File: config.mk
export PLATFORM = sky130hd
export DESIGN_NAME = keypad_scanner
export DESIGN_NICKNAME = d
export VERILOG_FILES = /design/src/rtl/keypad_scanner.sv
export SDC_FILE = /design/constraint.sdc
export NUM_CORES = 1
export LEC_CHECK = 0
export CAP_MARGIN = 20
export CORE_ASPECT_RATIO = 1.75
export CORE_MARGIN = 10
export CORE_UTILIZATION = 25
export DETAILED_ROUTE_END_ITERATION = 16
export SLEW_MARGIN = 30
export SYNTH_ARGS = -nofsm -noshare
export SYNTH_HDL_FRONTEND = slang
export SYNTH_SLANG_ARGS = --single-unit
File: constraint.sdc
create_clock -name clk -period 3.4 [get_ports clk]
set_clock_uncertainty 0.1 [all_clocks]
set_input_delay 0.85 -clock clk [delete_from_list [all_inputs] [get_ports clk]]
set_output_delay 0.85 -clock clk [all_outputs]
set_load 0.02 [all_outputs]
File: src/rtl/keypad_scanner.sv
// 4x4 matrix keypad scanner: row drive, two-flop column synchroniser, per-frame
// single-key detection and a frame-rate press/release debounce FSM.
module keypad_scanner #(
  parameter int SCAN_DIV     = 1000,
  parameter int DEBOUNCE_CNT = 4
) (
  input  logic       clk,
  input  logic       clear_n,
  input  logic [3:0] col_n,
  output logic [3:0] row_n,
  output logic [4:0] HEX_key,
  output logic       key_pressed_signal,
  output logic [1:0] scan_state
);

  localparam int SW = $clog2(SCAN_DIV);
  localparam int CW = $clog2(DEBOUNCE_CNT + 1);
  localparam logic [SW-1:0] SLOT_LAST = SW'(SCAN_DIV - 1);
  localparam logic [CW-1:0] CNT_DONE  = CW'(DEBOUNCE_CNT);

  typedef enum logic [1:0] {
    IDLE      = 2'd0,
    PRESS_CHK = 2'd1,
    HELD      = 2'd2,
    REL_CHK   = 2'd3
  } state_t;

  state_t          state;
  logic [3:0]      col_meta, col_sync;
  logic [SW-1:0]   slot_cnt;
  logic [1:0]      row_idx;
  logic            acc_hit, acc_multi;
  logic [3:0]      acc_key;
  logic [3:0]      cand;
  logic [CW-1:0]   deb_cnt;

  logic [3:0]      low_cols;
  logic [1:0]      samp_col;
  logic            samp_one, samp_many;
  logic            frame_hit, frame_multi, frame_valid;
  logic [3:0]      frame_key;
  logic            slot_end, frame_end;

  function automatic logic [3:0] key_code(input logic [1:0] r, input logic [1:0] c);
    logic [3:0] code;
    code = 4'h0;
    case ({r, c})
      4'h0: code = 4'h1;
      4'h1: code = 4'h2;
      4'h2: code = 4'h3;
      4'h3: code = 4'hA;
      4'h4: code = 4'h4;
      4'h5: code = 4'h5;
      4'h6: code = 4'h6;
      4'h7: code = 4'hB;
      4'h8: code = 4'h7;
      4'h9: code = 4'h8;
      4'hA: code = 4'h9;
      4'hB: code = 4'hC;
      4'hC: code = 4'hE;
      4'hD: code = 4'h0;
      4'hE: code = 4'hF;
      default: code = 4'hD;
    endcase
    return code;
  endfunction

  // Fold the current row sample into the running frame result so the frame-end
  // edge sees all four rows without an extra cycle of latency.
  always_comb begin
    low_cols  = ~col_sync;
    samp_col  = 2'd0;
    for (int i = 0; i < 4; i++) begin
      if (low_cols[i]) samp_col = 2'(i);
    end
    samp_one    = (low_cols != 4'd0) && ((low_cols & (low_cols - 4'd1)) == 4'd0);
    samp_many   = (low_cols != 4'd0) && !samp_one;
    frame_multi = acc_multi || samp_many || (acc_hit && samp_one);
    frame_hit   = acc_hit || samp_one;
    frame_key   = samp_one ? key_code(row_idx, samp_col) : acc_key;
    frame_valid = frame_hit && !frame_multi;
    slot_end    = (slot_cnt == SLOT_LAST);
    frame_end   = slot_end && (row_idx == 2'd3);
  end

  always_ff @(posedge clk) begin
    if (!clear_n) begin
      col_meta  <= 4'hF;
      col_sync  <= 4'hF;
      slot_cnt  <= '0;
      row_idx   <= 2'd0;
      row_n     <= 4'b1110;
      acc_hit   <= 1'b0;
      acc_multi <= 1'b0;
      acc_key   <= 4'h0;
    end else begin
      col_meta <= col_n;
      col_sync <= col_meta;
      if (slot_end) begin
        slot_cnt <= '0;
        row_idx  <= row_idx + 2'd1;
        row_n    <= ~(4'b0001 << (row_idx + 2'd1));
        if (row_idx == 2'd3) begin
          acc_hit   <= 1'b0;
          acc_multi <= 1'b0;
          acc_key   <= 4'h0;
        end else begin
          acc_hit   <= frame_hit;
          acc_multi <= frame_multi;
          acc_key   <= frame_key;
        end
      end else begin
        slot_cnt <= slot_cnt + SW'(1);
      end
    end
  end

  // A different key seen while held or releasing only counts as "not cand";
  // the new key must then debounce from IDLE.
  always_ff @(posedge clk) begin
    if (!clear_n) begin
      state              <= IDLE;
      cand               <= 4'h0;
      deb_cnt            <= '0;
      HEX_key            <= 5'h1F;
      key_pressed_signal <= 1'b0;
    end else if (frame_end) begin
      case (state)
        IDLE: begin
          if (frame_valid) begin
            cand    <= frame_key;
            deb_cnt <= CW'(1);
            state   <= PRESS_CHK;
          end
        end
        PRESS_CHK: begin
          if (!frame_valid) begin
            state <= IDLE;
          end else if (frame_key != cand) begin
            cand    <= frame_key;
            deb_cnt <= CW'(1);
          end else if (deb_cnt + CW'(1) == CNT_DONE) begin
            deb_cnt            <= deb_cnt + CW'(1);
            HEX_key            <= {1'b0, cand};
            key_pressed_signal <= 1'b1;
            state              <= HELD;
          end else begin
            deb_cnt <= deb_cnt + CW'(1);
          end
        end
        HELD: begin
          if (!(frame_valid && frame_key == cand)) begin
            deb_cnt <= CW'(1);
            state   <= REL_CHK;
          end
        end
        default: begin
          if (frame_valid && frame_key == cand) begin
            state <= HELD;
          end else if (deb_cnt + CW'(1) == CNT_DONE) begin
            deb_cnt            <= deb_cnt + CW'(1);
            key_pressed_signal <= 1'b0;
            state              <= IDLE;
          end else begin
            deb_cnt <= deb_cnt + CW'(1);
          end
        end
      endcase
    end
  end

  assign scan_state = state;

endmodule

Word level (Yosys, flattened, before mapping):

Memories as Yosys holds them, arrays and structs flattened.
Cells that the tools add are included.

* register bits: 45
* bits in read-only memories: 64
* input port bits: 6
* output and inout port bits: 12
* word-level logic and storage cells: 95
* memories: 1

Memory list
* (no name shown): words 16, bits a word 4, rd ports 1, clocked after Yosys merged registers in 0, write ports 0, RTL line 47 `case ({r, c})`

* add/sub/neg operators: 4
* equal/unequal tests: 16
* shifts and indexed selects: 1
* muxes and demuxes: 31
* bitwise operators: 6
* reductions and logical operators: 23

Operators by type and width (number)
* 4-bit 2-to-1 mux: 5
* 2-bit 2-to-1 mux: 9
* 3-bit 2-to-1 mux: 5
* 5-bit AND reduction: 3
* 6-bit AND reduction: 2
* 10-bit by 1-bit adder with 10-bit output, second input constant: 1
* 10-bit == test, second input constant: 1
* 2-bit inequality test, second input constant: 5
* 3-bit one-hot mux with 3 select lines: 1
* 1-bit 2-to-1 mux: 8
* 4-bit inverter: 2
* 4-bit one-hot mux with 2 select lines: 1
* 1-bit logical AND: 6
* 3-bit inequality test, second input constant: 2
* 2-bit one-hot mux with 3 select lines: 1
* 5-bit nonzero test: 1
* 4-bit AND: 1
* 2-bit == test, second input constant: 2
* 4-bit == test: 1
* 4-bit zero test: 1
* 4-bit inequality test: 1
* 4-bit nonzero test: 1
* 2-bit OR reduction: 2
* 1-bit by 2-bit left shift with 4-bit output, first input constant: 1
* other kinds (13): 18

Longest topological paths before layout:

* word-level depth: 14
* mapped depth: 13

Worst setup path after synthesis:

Ideal clock, no wire load.

* path type: register to register
* start: register col_sync[1]
* end: register HEX_key[0]
* library setup time: 0.129 ns
* arrival: 2.885 ns
* required time: 3.171 ns
* setup slack: 0.286 ns
* stages on the path, launching flop included: 14
* buffers on the path: 1
* period minus slack after synthesis: 3.114 ns
* path through: dfxtp_1 -> buf_6 -> nand2b_1 -> nand2_1 -> inv_1 -> ha_1 -> nor2b_1 -> a311oi_1 -> o31ai_4 -> xor2_1 -> or4_4 -> nor4_4 -> mux2i_1 -> nand2_1

* longest elaborated chain between the ends: 12

Ends and longest elaborated chain
* start, declared: RTL line 29 `logic [3:0] col_meta, col_sync;`
* start signal, assigned: RTL line 98 `col_sync <= col_meta;`
* 4-bit inverter *: RTL line 71 `low_cols = ~col_sync;`
* branches (longest 10 deep; another with memory 16 x 4 bit)
* 5-bit AND reduction (no line) *
* end signal, assigned: RTL line 144 `HEX_key <= {1'b0, cand};`
* end, declared: RTL line 11 `output logic [4:0] HEX_key,`

Every way passes the cells marked *.
A chain may end at the register's enable or synchronous reset.

Worst setup path after layout:

* start: register col_sync[1]
* end: register HEX_key[2]

Same word-level chain as after synthesis.

==> impl_results.md <==
* Worst hold path startpoint: col_meta[1]
* Drt wl/cell at 12.8 um
* # fillers at 1024
* Endpoints failing setup at 0
* Final Hold Fails at 0
* Worst r2r src: col_sync[1]
* Gr usage total at 0.0773
* Normalized max-slew margin at 0.582
* Ys Warns at 0
* Max Root-Sink Buffers at 2
* Row cnt at 48
* Reg2Reg Depth at 13
* Final Slew Violations at 0
* Critical Path AT at 3.24 ns
* Initial DRC Count at 133
* Avg Vias per Cell at 4.78
* Final Util at 0.307
* Die area at 14500 um2
* Crit path time final at 3.17 ns
* CTS Root Cell: clkbuf_16
* Overflow after GRT at 0
* Actual slew at the worst max-slew pin at 0.627 ns
* Worst-Skew Late Latency at 0.29 ns
* # port buffers at 17
* Starting Density at 0.255
* First-pass GRT wire length at 9130 um
* Total of max-cap violations at 0
* Reg2reg setup slack at 0.23 ns
* Pre-Repair DR Iteration Count at 4
* Post-synth top area share at 0.361
* Crit path launch type: register
* Layout cell share with drive strength beyond 1 at 0.101
* Initial antenna violation count at 0
* Post-route ant nets at 0
* Synth Cell Area at 2500 um2
* Number of H-tree levels at 2
* Layout area overhead at 20.3%
* Clock net sink count at 45
* Syn Nets at 301
* Dpl ws at 0.169 ns
* Core Box Area at 9790 um2
* Vias at 2023
* Synth unique cells at 55
* Flops & latches, synth at 45
* Yosys top cell by area: dfxtp_1
* Reg2reg end: HEX_key[2]
* Largest net degree at the start of global routing at 28
* Hold buffer count at cts at 0
* Worst Hold Path EP: col_sync[1]
* Register area share after synthesis at 0.361
* CP Capture Type: register
* Final GP Congestion at 0.860
* Total wire length at 5420 um
* Post-synth EDFFs at 0
* Number of diodes at 0
* DR DRC count at 0
* Post-synth ARST share at 0
* Max Freq at 315 MHz
* Final WS setup at 0.227 ns
* CTS tree: yes
* Area of the multi-input gates at 1490 um2
* Die X at 95.6 um
* Worst min-delay path class: register to register
* PwrDens at 404 nW/um2
* Syn Inst Count at 278
* Vias in the first global route at 2014
* Period utilization at 0.933
* I/O pin count at 18
* Total CTS buffers at 5
* Most frequent cell after synthesis: dfxtp_1
* Nets at 320
* Hold Path Depth at 1
* Max FO, Critical Path at 5
* CP Class: register to register
* Syn Area/Cell at 8.98 um2
* VDD IR max at 0.295 mV
* Most area-consuming cells after synthesis: dfxtp_1 36%, ha_1 8.5%, mux2i_1 4.4%
* Top_reg_cell synth: dfxtp_1
* Leakage power at 1.15 nW
* Clock slew at reported path FFs at 0.06 ns
* Setup TNS Final at 0 ns
* Most instantiated cells after synthesis: 45 x dfxtp_1, 29 x nand2_1, 27 x nor2_1, 17 x ha_1, 15 x inv_1
* Area occupied by registers at 901 um2
* Die Ht at 152 um
* Outcome: finished, final reports clean
* Hpwl dp at 4030 um
* Unrepaired setup endpoints after global routing: no
* CP Data Required Time at 3.47 ns
[cell type report]
class                   count  share of cell area
inverters                  15              0.0187
well taps                 125              0.0521
clock inverters             2              0.0125
multi-input cells         206               0.496
flip-flops and latches     45               0.300
clock buffers               6              0.0462
repair buffers             24              0.0741
[critical path, stage by stage (launching register included)]
cell and delay, ns:
dfxtp_1 0.31, nand2b_2 0.20, nand2_1 0.14, inv_1 0.08, ha_1 0.17, nor2b_1 0.13
a311oi_2 0.28, o31ai_4 0.13, xor2_1 0.19, or4_4 0.60, nor4_4 0.27, buf_4 0.19
mux2i_1 0.19, nand2_1 0.07
[stage by stage]
stage,power [mW],instances,cell area [um2],hold WS (ns)
floorplan,0.630,278,2500,0.286
global placement,0.652,414,2810,0.289
detailed placement,0.655,414,2810,0.296
CTS,1.23,422,2990,0.311
global route,1.26,423,3000,0.338
finish,1.21,423,3000,0.306
[layout by cell type (no fill, tap or decap), drive strengths merged, types with 4 or more instances in the layout]
master | netlist | final
dfxtp | 45 | 45
nand2 | 29 | 29
nor2 | 27 | 27
ha | 17 | 17
clkdlybuf4s50 | 0 | 17
inv | 15 | 15
a21oi | 13 | 13
nand2b | 13 | 13
mux2i | 11 | 11
o211ai | 8 | 8
o21ai | 8 | 8
buf | 5 | 7
nand3 | 6 | 6
xor2 | 6 | 6
o2111ai | 6 | 6
clkbuf | 7 | 6
nor2b | 5 | 5
nand4b | 5 | 5
xnor2 | 5 | 5
and3 | 4 | 4
a22oi | 4 | 4
or2 | 4 | 4
[kinds of logic after synthesis]
group	after synthesis	synth area share
and+or+nand+nor	106	0.227
AOI/OAI and AO/OA	60	0.192
DFF	45	0.361
buffers and inverters	27	0.0456
adders and majority gates	18	0.0892
xor gates and xnor gates	11	0.0416
muxes	11	0.0441
[worst max path at each step]
stage,start,endpoint,slack [ns],cells after the start
3_3_place_gp,col_sync[1],HEX_key[0],0.23,12
5_1_grt,col_sync[1],HEX_key[1],0.04,13
6_report,col_sync[1],HEX_key[2],0.23,13
4_1_cts,col_sync[1],HEX_key[2],0.16,12
2_1_floorplan,col_sync[1],HEX_key[0],0.29,13
3_5_place_dp,col_sync[1],HEX_key[2],0.17,12
[repair_timing]
action,4_1_cts,5_1_grt
setup endpoints to repair,0,4
gates resized for setup,0,2
buffers inserted,0,1
[state kept, by name, summed over array words and instances (netlist names)]
signal              cells
HEX_key                 5
acc_hit                 1
acc_key                 4
acc_multi               1
cand                    4
col_meta                4
col_sync                4
deb_cnt                 3
key_pressed_signal      1
row_idx                 2
row_n                   4
scan_state              2
slot_cnt               10
[per-layer routing]
| layer | vias to the layer above | share of wire | routed length, um | global-route usage |
|---|---|---|---|---|
| met2 | 33 | 0.55 | 2970 | 0.140 |
| met5 | - | 0 | 0 | 0 |
| met4 | 0 | 0.045 | 246 | 0.0565 |
| met3 | 14 | 0.023 | 124 | 0.0133 |
| met1 | 953 | 0.38 | 2080 | 0.0731 |
| li1 | 1023 | - | - | - |
[power by group]
group / total [mW] / leakage [nW] / internal [mW] / switching, mW
Sequential: 0.540 / 0.365 / 0.535 / 0.00545
Combinational: 0.104 / 0.698 / 0.0414 / 0.0621
Clock: 0.569 / 0.0831 / 0.366 / 0.203
Total: 1.21 / 1.15 / 0.942 / 0.270
No activity file was read; power rests on OpenSTA's default activity.
